File: src/rtl/video_timing_gen.sv
// video_timing_gen: parametrised progressive raster timing generator.
//
// Ports:
//   clk_i           single system clock
//   rst_ni          synchronous active-low reset
//   ce_i            pixel advance enable
//   run_en_i        1 = run, 0 = stop at the end of the current frame
//   px_o, py_o      current column / line
//   hsync_o/vsync_o sync outputs with configurable active level
//   de_o            display enable (visible area while active)
//   hblank_o        px >= H_VISIBLE (forced high when idle)
//   vblank_o        py >= V_VISIBLE (forced high when idle)
//   line_start_o    one-clk strobe on entering px == 0
//   frame_start_o   one-clk strobe on entering (0,0) while running
//   frame_end_o     one-clk strobe on entering the last position of a frame
//   frame_count_o   completed frames, wraps
//   active_o        high while running or draining
//
// All outputs come straight from registers loaded from the same next position,
// so every output in a given cycle describes the same pixel.
module video_timing_gen #(
    parameter int unsigned H_VISIBLE = 640,
    parameter int unsigned H_FRONT   = 16,
    parameter int unsigned H_SYNC    = 96,
    parameter int unsigned H_BACK    = 48,
    parameter int unsigned V_VISIBLE = 480,
    parameter int unsigned V_FRONT   = 10,
    parameter int unsigned V_SYNC    = 2,
    parameter int unsigned V_BACK    = 33,
    parameter bit          HSYNC_POL = 1'b0,
    parameter bit          VSYNC_POL = 1'b0,
    parameter int unsigned COORD_W   = 11,
    parameter int unsigned FCNT_W    = 16
) (
    input  logic               clk_i,
    input  logic               rst_ni,
    input  logic               ce_i,
    input  logic               run_en_i,
    output logic [COORD_W-1:0] px_o,
    output logic [COORD_W-1:0] py_o,
    output logic               hsync_o,
    output logic               vsync_o,
    output logic               de_o,
    output logic               hblank_o,
    output logic               vblank_o,
    output logic               line_start_o,
    output logic               frame_start_o,
    output logic               frame_end_o,
    output logic [FCNT_W-1:0]  frame_count_o,
    output logic               active_o
);

    localparam int unsigned H_TOTAL = H_VISIBLE + H_FRONT + H_SYNC + H_BACK;
    localparam int unsigned V_TOTAL = V_VISIBLE + V_FRONT + V_SYNC + V_BACK;

    if (H_VISIBLE == 0 || H_FRONT == 0 || H_SYNC == 0 || H_BACK == 0 ||
        V_VISIBLE == 0 || V_FRONT == 0 || V_SYNC == 0 || V_BACK == 0 ||
        COORD_W == 0 || FCNT_W == 0) begin : g_bad_zero
        $error("video_timing_gen: timing parameters and widths must be non-zero");
    end
    if (((H_TOTAL - 1) >> COORD_W) != 0 || ((V_TOTAL - 1) >> COORD_W) != 0) begin : g_bad_width
        $error("video_timing_gen: COORD_W too narrow for H_TOTAL/V_TOTAL");
    end

    localparam logic [COORD_W-1:0] HVis    = COORD_W'(H_VISIBLE);
    localparam logic [COORD_W-1:0] HSyncLo = COORD_W'(H_VISIBLE + H_FRONT);
    localparam logic [COORD_W-1:0] HSyncHi = COORD_W'(H_VISIBLE + H_FRONT + H_SYNC);
    localparam logic [COORD_W-1:0] HLast   = COORD_W'(H_TOTAL - 1);
    localparam logic [COORD_W-1:0] VVis    = COORD_W'(V_VISIBLE);
    localparam logic [COORD_W-1:0] VSyncLo = COORD_W'(V_VISIBLE + V_FRONT);
    localparam logic [COORD_W-1:0] VSyncHi = COORD_W'(V_VISIBLE + V_FRONT + V_SYNC);
    localparam logic [COORD_W-1:0] VLast   = COORD_W'(V_TOTAL - 1);

    typedef enum logic [1:0] {StIdle, StRun, StDrain} state_e;

    state_e              state_q, state_d;
    logic [COORD_W-1:0]  px_q, px_d, py_q, py_d;
    logic [FCNT_W-1:0]   fcnt_q, fcnt_d;
    logic                hsync_q, hsync_d, vsync_q, vsync_d, de_q, de_d;
    logic                hblank_q, hblank_d, vblank_q, vblank_d;
    logic                line_start_q, line_start_d, frame_start_q, frame_start_d;
    logic                frame_end_q, frame_end_d;
    logic                adv, last_adv, enter;

    assign adv      = (state_q != StIdle) && ce_i;
    assign last_adv = adv && (px_q == HLast) && (py_q == VLast);

    // State register
    always_ff @(posedge clk_i) begin
        if (!rst_ni) state_q <= StIdle;
        else         state_q <= state_d;
    end

    // Next-state logic; a re-request while draining wins over the frame-end stop.
    always_comb begin
        state_d = state_q;
        unique case (state_q)
            StIdle:  if (run_en_i) state_d = StRun;
            StRun:   if (!run_en_i) state_d = StDrain;
            StDrain: begin
                if (run_en_i)      state_d = StRun;
                else if (last_adv) state_d = StIdle;
            end
            default: state_d = StIdle;
        endcase
    end

    // Next position and next output values, all derived from the same (px_d, py_d).
    always_comb begin
        px_d = px_q;
        py_d = py_q;
        if (state_d == StIdle) begin
            px_d = '0;
            py_d = '0;
        end else if (adv) begin
            if (px_q == HLast) begin
                px_d = '0;
                py_d = (py_q == VLast) ? '0 : py_q + COORD_W'(1);
            end else begin
                px_d = px_q + COORD_W'(1);
            end
        end

        // Leaving IDLE counts as entering (0,0) so the first pixel gets its strobes.
        enter  = adv || (state_q == StIdle && state_d == StRun);
        fcnt_d = last_adv ? fcnt_q + FCNT_W'(1) : fcnt_q;

        hblank_d      = 1'b1;
        vblank_d      = 1'b1;
        de_d          = 1'b0;
        hsync_d       = ~HSYNC_POL;
        vsync_d       = ~VSYNC_POL;
        line_start_d  = 1'b0;
        frame_start_d = 1'b0;
        frame_end_d   = 1'b0;
        if (state_d != StIdle) begin
            hblank_d      = (px_d >= HVis);
            vblank_d      = (py_d >= VVis);
            de_d          = ~hblank_d & ~vblank_d;
            hsync_d       = (px_d >= HSyncLo && px_d < HSyncHi) ? HSYNC_POL : ~HSYNC_POL;
            vsync_d       = (py_d >= VSyncLo && py_d < VSyncHi) ? VSYNC_POL : ~VSYNC_POL;
            line_start_d  = enter && (px_d == '0);
            frame_start_d = enter && (px_d == '0) && (py_d == '0);
            frame_end_d   = enter && (px_d == HLast) && (py_d == VLast);
        end
    end

    always_ff @(posedge clk_i) begin
        if (!rst_ni) begin
            px_q          <= '0;
            py_q          <= '0;
            fcnt_q        <= '0;
            hsync_q       <= ~HSYNC_POL;
            vsync_q       <= ~VSYNC_POL;
            de_q          <= 1'b0;
            hblank_q      <= 1'b1;
            vblank_q      <= 1'b1;
            line_start_q  <= 1'b0;
            frame_start_q <= 1'b0;
            frame_end_q   <= 1'b0;
        end else begin
            px_q          <= px_d;
            py_q          <= py_d;
            fcnt_q        <= fcnt_d;
            hsync_q       <= hsync_d;
            vsync_q       <= vsync_d;
            de_q          <= de_d;
            hblank_q      <= hblank_d;
            vblank_q      <= vblank_d;
            line_start_q  <= line_start_d;
            frame_start_q <= frame_start_d;
            frame_end_q   <= frame_end_d;
        end
    end

    assign px_o          = px_q;
    assign py_o          = py_q;
    assign hsync_o       = hsync_q;
    assign vsync_o       = vsync_q;
    assign de_o          = de_q;
    assign hblank_o      = hblank_q;
    assign vblank_o      = vblank_q;
    assign line_start_o  = line_start_q;
    assign frame_start_o = frame_start_q;
    assign frame_end_o   = frame_end_q;
    assign frame_count_o = fcnt_q;
    assign active_o      = (state_q != StIdle);

endmodule

File: config.mk
export PLATFORM = sky130hd
export DESIGN_NAME = video_timing_gen
export DESIGN_NICKNAME = d
export VERILOG_FILES = /design/src/rtl/video_timing_gen.sv
export SDC_FILE = /design/constraint.sdc
export NUM_CORES = 1
export LEC_CHECK = 0
export CORE_UTILIZATION = 54
export CTS_BUF_LIST = sky130_fd_sc_hd__clkbuf_2 sky130_fd_sc_hd__clkbuf_4 sky130_fd_sc_hd__clkbuf_8
export DETAILED_ROUTE_END_ITERATION = 10
export PLACE_DENSITY = 0.83
export SYNTH_ARGS = -nofsm -noshare
export SYNTH_HDL_FRONTEND = slang
export SYNTH_SLANG_ARGS = --single-unit
File: constraint.sdc
create_clock -name clk_i -period 3.65 [get_ports clk_i]
set_input_delay 0.365 -clock clk_i [delete_from_list [all_inputs] [get_ports clk_i]]
set_output_delay 0.365 -clock clk_i [all_outputs]
set_load 0.05 [all_outputs]
==> results.md <==
* Critical Setup Path Class: reg -> reg
* H-tree depth at 2
* Router iterations before antenna repair at 8
* Final TNS setup at 0 ns
* Nets at between 300 and 400
* Worst endpoint required time at 3.82 ns
* First-pass GRT wire length at roughly 11,000 µm
* All-Layer GR Usage at 27.08%
* Via count at between 2,000 and 2,500
* CTS tree: done
* Final Cell Area at roughly 0.0032 mm²
* Number of diodes at 0
* Post-synth ARST share at 0%
* Post-Syn Area at 0.002600 mm²
* Crit. Startpoint: px_o[0]
* Vias in the first global route at around 2,200
* FP Rows at 24
* Clock Sink Count at between 40 and 50
* Worst slew pin tran at roughly 0.64 ns
* Drt wl/cell at 16.13 µm
* Yosys warns at 0
* Ys flop type: dfxtp_1
* DRT iter0 DRCs at around 190
* Remaining antenna violation count at 0
* Proportion of layout cells with a drive suffix above 1 at between 7 and 8%
* Worst Setup Start Kind: flop
* Die area at 0.005097 mm²
* Worst-path clk slew at about 0.08 ns
* P&R area growth vs syn at 24.45%
* Post-Synthesis Cells at just over 300
* R2R Setup Slk at 0.27 ns
* Slew Limit Headroom at 56.61%
* Largest net degree at the start of global routing at 20
* Number of port buffers at 50
* Postcts setup bufs at 0
* Failing checks: design-rule violations
* Max-cap violations at 0
* Synth cell types at 57
* Period minus WS final at roughly 3.4 ns
* Yosys reg bits at 48
* Initial antenna violation count at 0
* GR Overflow Total at 0
* Clk_lat worst skew at 0.30 ns
* Io pins at 51
* Die Height at around 71 µm
* Initial Util at around 58%
* Post-cts hold buffer count at 0
* RSZ-0062 raised after global routing: no
* CTS root buf: clkbuf_8
* Final Cycle Share at between 90% and 100%
* Crit Path Max Fanout at 19
* Fill cells at around 380
* GPL Wtd Cong at about 0.95
* Power Density at 290.9 mW/mm²
* Status: complete, but fails checks
* Sequential fraction of the synthesis area at approximately 37%
* Endpoints failing hold at 0
* Number of flops mapped to enable cells by yosys at 0
* CTS buffer count at 5
* Post-CTS Resized at 0
* Final Slew Violations at 0
* CTS max path bufs at 2
* Reg2Reg Launch Point: px_o[0]
* Die width at roughly 70 µm
* CP arrival at around 3.6 ns
* Leak at about 1.1 nW
* HPWL after DPL at about 4800 µm
* Worst min path class: reg -> reg
* Core area at approximately 0.0045 mm²
* Worst clock skew at just under 0.004 ns
* Hold path startpoint: frame_count_o[15]
* Synthesized Nets at approximately 310
* Endpoints failing setup at 0
* Worst setup EP type: flop
* Vias per cell at ~6.1
* Mean post-synth cell area at 8.497 µm²
* DP Area at about 0.0031 mm²
* Routed WL at 6549 µm
* VDD IR max at between 0.0002 and 0.00025 V
* Highest clock rate at between 0.2 and 0.3 GHz
* DRC at 2
kinds of logic (layout without fill, tap and decap cells):
kind of cell,Yosys count,after routing,synth area share (%)
buffers and inverters,24,72,3.946
xor gates and xnor gates,22,22,7.411
adders and majority gates,4,4,1.925
and+or+nand+nor,151,151,34.22
AOI/OAI and AO/OA,53,53,13.96
muxes,4,4,1.588
DFF,48,48,36.96
state kept, by name, summed over array words and instances (netlist names), 2 cells and up:
| signal | flops |
|---|---|
| frame_count_o | 16 |
| px_o | 11 |
| py_o | 11 |
| state_q | 2 |
path summary, 6_finish.rpt:
check | endpoint | cells past startpoint
max | vsync_o | 7
min | frame_count_o[15] | 2
max reg2reg | vsync_o | 7
min reg2reg | frame_count_o[15] | 2
metal layers:
layer	vias up	routed length [µm]	global-route usage, %	part of all wire [%]
li1	1198	-	-	-
met1	1156	2870	36.68	44
met2	107	3169	44.23	48
met3	14	396	4.360	6.0
met4	0	112	8.667	1.7
met5	-	0	0	0
area by class of cell:
| class | count | area [µm²] | area share (%) |
|---|---|---|---|
| inverter | 8 | 30.03 | 0.9281 |
| tap | 52 | 65.06 | 2.011 |
| multi-input combinational | 234 | 1536 | 47.49 |
| timing repair buffer | 56 | 545.5 | 16.86 |
| clock inverter | 1 | 7.507 | 0.2320 |
| sequential | 48 | 960.9 | 29.70 |
| clock buffer | 7 | 90.09 | 2.784 |
worst max-delay path, stage by stage (launching register included):
cell and delay (ns):
dfxtp_1 0.48, ha_1 0.25, or3b_1 0.48, or4_4 0.68, or3_1 0.40, a21oi_2 0.18, nand4_1 0.21, or4_1 0.57
placed cells by master (no fill, tap or decap), types with 3 or more instances in the layout:
master           count
a21boi_1             3
a21oi_1              5
a21oi_2              3
and2_1              16
and3_1              13
buf_4                6
clkbuf_8             6
clkdlybuf4s50_1     50
dfxtp_1             48
ha_1                 4
inv_1                8
mux2i_1              3
nand2_1             21
nand2b_1             5
nand3_1             13
nand4_1             11
nor2_1              22
nor2b_1              4
nor3_1               6
nor4_1               7
o211ai_1             3
o21ai_0             16
o31a_1               3
or3_1                9
or4_1                4
xnor2_1             18
xor2_1               4
stage by stage:
stage               std cells  util, %  hold WS [ns]  power, mW  setup WS [ns]
floorplan                 306        -        0.5109     0.5907         0.2577
global placement          398    69.67        0.4677     0.6174         0.5177
detailed placement        398    69.67        0.4972     0.6175         0.4013
CTS                       406    71.83        0.5092     0.9501         0.3278
global route              406    71.83        0.5561     0.9746         0.1239
finish                    406    71.83        0.5042     0.9413         0.2708
report_power, final:
part           switching [mW]  internal [mW]
Clock                   0.174          0.162
Sequential            0.00408          0.529
Combinational          0.0488         0.0247
Total                   0.227          0.715
cell usage after synthesis (3+ instances only):
cell type	number	share of area, %
nand4_1	11	2.6
mux2i_1	3	1.2
a21boi_1	3	0.87
ha_1	4	1.9
and2_1	16	3.9
xnor2_1	18	6.1
inv_1	8	1.2
or4_1	4	1.2
o21ai_0	16	3.1
xor2_1	4	1.3
dfxtp_1	48	37
or3_1	9	2.2
nand2_1	21	3.0
buf_2	4	0.77
nor2b_1	4	0.96
clkbuf_1	10	1.4
nor4_1	7	1.7
nor2_1	22	3.2
nor3_1	6	1.2
nand3_1	13	2.5
and3_1	13	3.1
a21oi_1	5	0.96
o31a_1	3	1.0
o211ai_1	3	0.87
a21oi_2	3	1.0
nand2b_1	5	1.2
Note: power is estimated with default switching activity, not from simulation.
